==> src/rtl/sad_accumulate.sv <==
// sad_accumulate: accumulates five per-position row SADs over a block of ROWS words
// and reports the position with the smallest saturated total.
module sad_accumulate #(
    parameter int ROWS  = 8,
    parameter int ACC_W = 16
) (
    input  logic               clk,
    input  logic               rst,
    input  logic               start,
    input  logic [59:0]        sad_in,
    input  logic               sad_valid,
    output logic               sad_ready,
    output logic               result_valid,
    input  logic               result_ready,
    output logic [2:0]         best_idx,
    output logic [ACC_W-1:0]   best_sad,
    output logic [5*ACC_W-1:0] sad_total,
    output logic               busy
);
    typedef enum logic [1:0] {IDLE, ACCUM, COMPARE, DONE} state_t;
    // Tie-break order after the initial full-pixel candidate: 1, 3, 0, 4
    localparam logic [11:0] ORDER = {3'd4, 3'd0, 3'd3, 3'd1};
    state_t             state_q, state_d;
    logic [ACC_W-1:0]   acc_q [5];
    logic [ACC_W-1:0]   acc_d [5];
    logic [ACC_W:0]     sum [5];
    logic [7:0]         cnt_q, cnt_d;
    logic [2:0]         idx_q, idx_d, min_idx;
    logic [ACC_W-1:0]   best_q, best_d, min_val;
    logic [5*ACC_W-1:0] total_q, total_d;
    always_comb begin
        min_idx = 3'd2;
        min_val = acc_q[2];
        for (int i = 0; i < 4; i++) begin
            if (acc_q[ORDER[3*i +: 3]] < min_val) begin
                min_idx = ORDER[3*i +: 3];
                min_val = acc_q[ORDER[3*i +: 3]];
            end
        end
        for (int i = 0; i < 5; i++) sum[i] = {1'b0, acc_q[i]} + (ACC_W+1)'(sad_in[12*i +: 12]);
    end
    always_comb begin
        state_d = state_q;
        cnt_d   = cnt_q;
        acc_d   = acc_q;
        idx_d   = idx_q;
        best_d  = best_q;
        total_d = total_q;
        if ((state_q == IDLE || state_q == ACCUM) && start) begin
            state_d = ACCUM;
            cnt_d   = '0;
            for (int i = 0; i < 5; i++) acc_d[i] = '0;
        end else if (state_q == ACCUM && sad_valid) begin
            cnt_d = cnt_q + 8'd1;
            for (int i = 0; i < 5; i++) acc_d[i] = sum[i][ACC_W] ? '1 : sum[i][ACC_W-1:0];
            if (cnt_q == 8'(ROWS - 1)) state_d = COMPARE;
        end else if (state_q == COMPARE) begin
            state_d = DONE;
            idx_d   = min_idx;
            best_d  = min_val;
            for (int i = 0; i < 5; i++) total_d[ACC_W*i +: ACC_W] = acc_q[i];
        end else if (state_q == DONE && result_ready) begin
            state_d = IDLE;
        end
    end
    always_ff @(posedge clk or posedge rst) begin
        if (rst) begin
            state_q <= IDLE;
            cnt_q   <= '0;
            acc_q   <= '{default: '0};
            idx_q   <= '0;
            best_q  <= '0;
            total_q <= '0;
        end else begin
            state_q <= state_d;
            cnt_q   <= cnt_d;
            acc_q   <= acc_d;
            idx_q   <= idx_d;
            best_q  <= best_d;
            total_q <= total_d;
        end
    end
    assign sad_ready    = state_q == ACCUM;
    assign result_valid = state_q == DONE;
    assign busy         = state_q != IDLE;
    assign best_idx     = idx_q;
    assign best_sad     = best_q;
    assign sad_total    = total_q;
endmodule

==> config.mk <==
export PLATFORM = sky130hd
export DESIGN_NAME = sad_accumulate
export DESIGN_NICKNAME = d
export VERILOG_FILES = /design/src/rtl/sad_accumulate.sv
export SDC_FILE = /design/constraint.sdc
export NUM_CORES = 1
export LEC_CHECK = 0
export BUFFER_PORTS_ARGS = -buffer_cell sky130_fd_sc_hd__buf_2
export CORE_UTILIZATION = 55
export CTS_BUF_LIST = sky130_fd_sc_hd__clkbuf_4 sky130_fd_sc_hd__clkbuf_8
export DETAILED_ROUTE_END_ITERATION = 7
export PLACE_DENSITY = 0.78
export SLEW_MARGIN = 10
export SYNTH_ARGS = -nofsm -noshare
export SYNTH_HDL_FRONTEND = slang
export SYNTH_SLANG_ARGS = --single-unit
==> constraint.sdc <==
create_clock -name clk -period 27.4 [get_ports clk]
set_input_delay 5.48 -clock clk [delete_from_list [all_inputs] [get_ports clk]]
set_output_delay 5.48 -clock clk [all_outputs]
set_load 0.01 [all_outputs]
# Yosys cells after proc, flatten, opt, wreduce, memory -nomap -nowiden
# Index checks and enable logic that the tools add are counted.
# word_totals
inputBits	65
latch_bits	0
ram_bits	0
rom_bits	0
elab_cells	59
memories	0
register_bits	189
# classes
n_mul	0
addsub	6
n_div	0
magnitude_cmp	4
mux	22
n_eq_ne	5
n_bitwise	2
n_reduce_logical	10
shifts	0
# op_table
cell	n
80-bit 2-to-1 mux	2
16-bit 2-to-1 mux	9
16-bit by 12-bit adder with 17-bit output	5
16-bit < comparator	4
8-bit 2-to-1 mux	2
2-bit 2-to-1 mux	6
3-bit 2-to-1 mux	3
8-bit by 1-bit adder with 8-bit output (second input constant)	1
8-bit by 3-bit == test with 1-bit output (second input constant)	1
2-bit == test (second input constant)	2
2-bit nonzero test	2
4-bit nonzero test	1
1-bit logical AND	3
3-bit by 2-bit inequality test with 1-bit output (second input constant)	1
3-bit AND reduction	1
2-bit by 1-bit == test with 1-bit output (second input constant)	1
2-bit zero test	1
1-bit inverter	2
2-bit AND reduction	1
1-bit logical OR	1

# Logic depth before layout (Yosys ltp)
# depth
ltp_word	8
depth_mapped	46
ltp_nobuf	39

# Worst setup path before layout
# OpenSTA, ideal clock, no wires.
# synth_timing
kind	register to register
from	register acc_q[44] (netlist name)
to	register best_q[10], in the netlist best_sad[10]
setup_slack_ns	18.299
t_arrival_ns	8.965
path_stages_with_launch	45
setup_ns	0.136
n_path_buf	8
cell_sequence	dfrtp_1 -> clkbuf_1 -> inv_1 -> ha_1 -> nand4_1 -> or3_4 -> or4_4 -> nand3_2 -> buf_2 -> buf_2 -> a21oi_1 -> ha_1 -> nand4_1 -> nor3_1 -> nand3_1 -> nor4_1 -> o211ai_4 -> nand2_1 -> (+9 left out) -> o2111ai_1 -> a21oi_1 -> clkbuf_1 -> o21ai_0 -> a211oi_1 -> ha_1 -> a21o_1 -> a21o_1 -> a21o_1 -> a21o_1 -> a21o_1 -> a21oi_1 -> o21ai_0 -> o31ai_1 -> or2_1 -> buf_6 -> buf_4 -> o31ai_1
# synth_via
elab_chain_cells	8
# synth_lines
item	line_no	source
from (decl)	24	logic [ACC_W-1:0] acc_q [5];
from (signal assigned)	70	acc_q <= '{default: '0};
from (signal assigned)	77	acc_q <= acc_d;
16-bit < comparator	35	if (acc_q[ORDER[3*i +: 3]] < min_val) begin
16-bit 2-to-1 mux (*)	35	
16-bit < comparator	35	
16-bit 2-to-1 mux (*)	35	
16-bit < comparator	35	
16-bit 2-to-1 mux (*)	35	
16-bit < comparator	35	
16-bit 2-to-1 mux (*)	35	
to (signal assigned)	79	best_q <= best_d;
to (decl)	29	logic [ACC_W-1:0] best_q, best_d, min_val;
# Every way passes the cells marked *; elsewhere a longest branch is shown, timed or not.
# A chain may end at the register's enable or synchronous reset.

# Worst setup path in the final report
# layout_timing
from	register acc_q[45] (netlist name)
to	register idx_q[1], in the netlist best_idx[1]
# layout_via
elab_chain_cells	8
# layout_lines
item	line_no	source
16-bit < comparator	35	
16-bit 2-to-1 mux	35	
16-bit < comparator	35	
16-bit 2-to-1 mux	35	
16-bit < comparator	35	
16-bit 2-to-1 mux	35	
16-bit < comparator	35	
3-bit 2-to-1 mux (*)	35	
to (signal assigned)	78	idx_q <= idx_d;
to (decl)	28	logic [2:0] idx_q, idx_d, min_idx;
# Marks and branches as above.

==> reports/results.txt <==
status -> finished, violations left
failing checks -> design-rule violations
first-pass GRT wire length -> 55440 um
DR vias -> 11199
NetSw -> 394.8 uW
Clock Latency Late Sink -> 490 ps
core box area -> 21960 um2
IO buf count -> 166
Final Hold Fails -> 0
number of gates resized after CTS -> 0
GR peak layer -> met2
Ys Warns -> 0
largest net degree at the start of global routing -> 124
combinational share of power -> 45.0%
Crit. path cell count -> 36
routed wire length per instance -> 17.76 um
most frequent cells in the layout -> 332 x nand2_1, 189 x dfrtp_1, 181 x o21ai_0
LEAKAGE -> 0.007131 uW
CTS Buf Count -> 17
delay-heaviest family, CP -> compound AO/OA/AOI/OAI gates
drt pass-1 iters -> 8
CP arrival -> 11430 ps
CTS tree -> yes
Max-slew headroom -> 27.04%
reg2reg setup slack -> 16310 ps
final hold slack -> 477.6 ps
die height -> 151.9 um
final number of setup-violating endpoints -> 0
Netlist cell types -> 74
CP bufs+invs -> 1
fill cell count -> 1922
Placement Cell Area -> 13410 um2
Initial Util -> 56.30%
Nets -> 1790
RSZ-0062 raised after global routing -> no
htree depth -> 4
Hold Crit Class -> register to register
fin crit share -> 40.46%
area of the multi-input gates -> 7106 um2
clock share of power -> 21.1%
max incr delay on CP -> 780 ps
worst r2r src -> acc_q[45]
Critical Path Source -> acc_q[45]
Mean Syn Cell Area -> 8.415 um2
most common flop cell mapped by yosys -> dfrtp_1
synthesized area -> 12360 um2
CP Class -> register to register
I/O pin cnt -> 167
CTS clk-pin slew, worst paths -> 110 ps
layout cell share with drive strength beyond 1 -> 15.11%
switch share -> 42.83%
Crit path top cell by count -> a21o_1
Worst EP required -> 27750 ps
Critical Path Slowest Stage Cell -> a21oi_1
element type at the critical path start -> register
Seq cells post-synth -> 189
fin area -> 13810 um2
root buffer cell -> clkbuf_8
Synth async-reset ratio -> 100.0%
GR Layer Usage met1 -> 40.82%
Syn-to-layout area delta -> 11.73%
Antenna Nets Post-Route -> 0
Via density -> 5.910
Layout Skew -> 13.86 ps
crit end category -> register
Max Buffers Root-to-Sink -> 2
PwrDens -> 66.75 nW/um2
Cells after DPL -> 1863
Post-synth EDFFs -> 0
1st-iter DRT viols -> 838
grt total ovfl -> 0
cells after synthesis -> 1469
DR DRC count -> 18
via count of the first global-routing pass -> 10720
hold buffers post-CTS -> 0
fmax -> 0.09021 GHz
reg2reg end -> best_idx[1]
GRT met3 Usage -> 3.423%
aggregate global-route resource usage -> 30.09%
Die ar. -> 23080 um2
Seq/Total Area, Yosys -> 38.26%
VDD IR max -> 47.66 uV
Worst-Margin Slew -> 1094 ps
die width -> 151.9 um
routability cong. -> 0.9315
internal power -> 527.1 uW
overall routed net length -> 33660 um
fin. max-slew vios -> 0
flip-flop and latch area -> 4730 um2
Flop pwr share -> 33.9%
critical path endpoint -> best_idx[1]
CTS sink cnt -> 189
Register-to-Register Path Depth -> 36
antenna cells -> 0
crit-path max FO -> 29
Final min period -> 11090 ps
most common cell after layout, fill and taps aside -> nand2_1
maxcap violations -> 0
Post-Syn Nets -> 1657
Post-Layout Cell Count -> 1895
Cell Rows -> 54
setup bufs post-CTS -> 0
initial antenna violation count -> 0
routing usage on met2 -> 49.56%
TNS Setup -> 0 ps
dpl hpwl -> 24580 um
synth_stat cells (5+ instances only):
library cell    n  area share, %
or3_1          11           0.56
o22ai_1         9           0.46
nand4_1        17           0.86
a21o_1         21            1.3
a21boi_0       18            1.1
nand3_1        11           0.45
nand2_1       332             10
ha_1          118             12
buf_2           8           0.32
dfrtp_1       189             38
a21oi_1        78            3.2
xnor2_1        24            1.7
o211ai_1        9           0.55
o21a_1         10           0.61
and3_1          7           0.35
a211oi_1       24            1.5
nor2_1         80            2.4
o21ai_0       181            7.3
clkbuf_1       52            1.6
inv_1          81            2.5
a2bb2oi_1      17            1.2
fa_1            5           0.81
mux2i_1        13            1.1
a31oi_1         8           0.40
o21ai_1         5           0.20
nor3_1         13           0.53
or2_2           8           0.40
o31ai_1        17            1.0
nor2b_1        21            1.1
xor2_1          5           0.35
kinds of logic (layout without fill, tap and decap cells):
kind of cell | count (synthesis) | after routing | synth area share [%]
mux | 13 | 13 | 1.053
fa+ha+maj | 125 | 125 | 12.92
buf+inv | 144 | 290 | 4.545
simple gates | 524 | 524 | 18.29
xor+xnor | 29 | 29 | 2.055
compound gates | 445 | 445 | 22.88
flops | 189 | 189 | 38.26
per-stage QoR:
stage / power [uW] / utilization (%) / worst slack, ps
5_1_grt: 987.8 / 62.90 / 15470
4_1_cts: 920.8 / 62.90 / 16450
3_5_place_dp: 727.4 / 61.07 / 16450
6_report: 921.9 / 62.90 / 16310
2_1_floorplan: 633.0 / - / 16780
3_3_place_gp: 718.4 / 61.07 / 16740
area by class of cell:
type                            instances  area share (%)
Inverter                               81           2.256
Multi-Input combinational cell       1136           51.44
Sequential cell                       189           34.24
Tap cell                              280           2.536
Clock inverter                         12          0.9149
Clock buffer                           20           1.993
Timing Repair Buffer                  177           6.613
worst register-to-register path, delay by kind of cell, from the launching register on:
kind                       cells  cell delay [ps]
and+or+nand+nor                8             3030
buffers and inverters          1              110
AOI/OAI and AO/OA             22             5720
DFF                            1              450
muxes                          1              340
adders and majority gates      4             1290
power by group through the flow:
stage	Sequential (uW)	Combinational, uW	Clock (uW)
floorplan	308	325	0
global placement	318	401	0
detailed placement	318	409	0
CTS	313	411	197
global route	315	465	209
finish	313	415	194
routing by layer:
metal / share of wire [%] / vias up
met2: 47 / 379
met1: 45 / 5322
li1: - / 5430
met3: 5.1 / 68
met5: 0 / -
met4: 3.0 / 0
flip-flops by register name, indices dropped and copies added, names as in the netlist:
register and cells:
cnt_q 8, state_q 2, sad_total 80, acc_q 80
best_sad 16, best_idx 3
worst min-delay path by stage:
stage	from	cells past startpoint	slack [ps]	endpoint
floorplan	cnt_q[0]	1	480	cnt_q[0]
CTS	sad_total[8]	2	480	sad_total[8]
global route	sad_total[7]	2	490	sad_total[7]
finish	sad_total[7]	2	480	sad_total[7]
detailed placement	sad_total[3]	2	460	sad_total[3]
global placement	sad_total[7]	2	450	sad_total[7]
(Power assumes the default switching activity.)
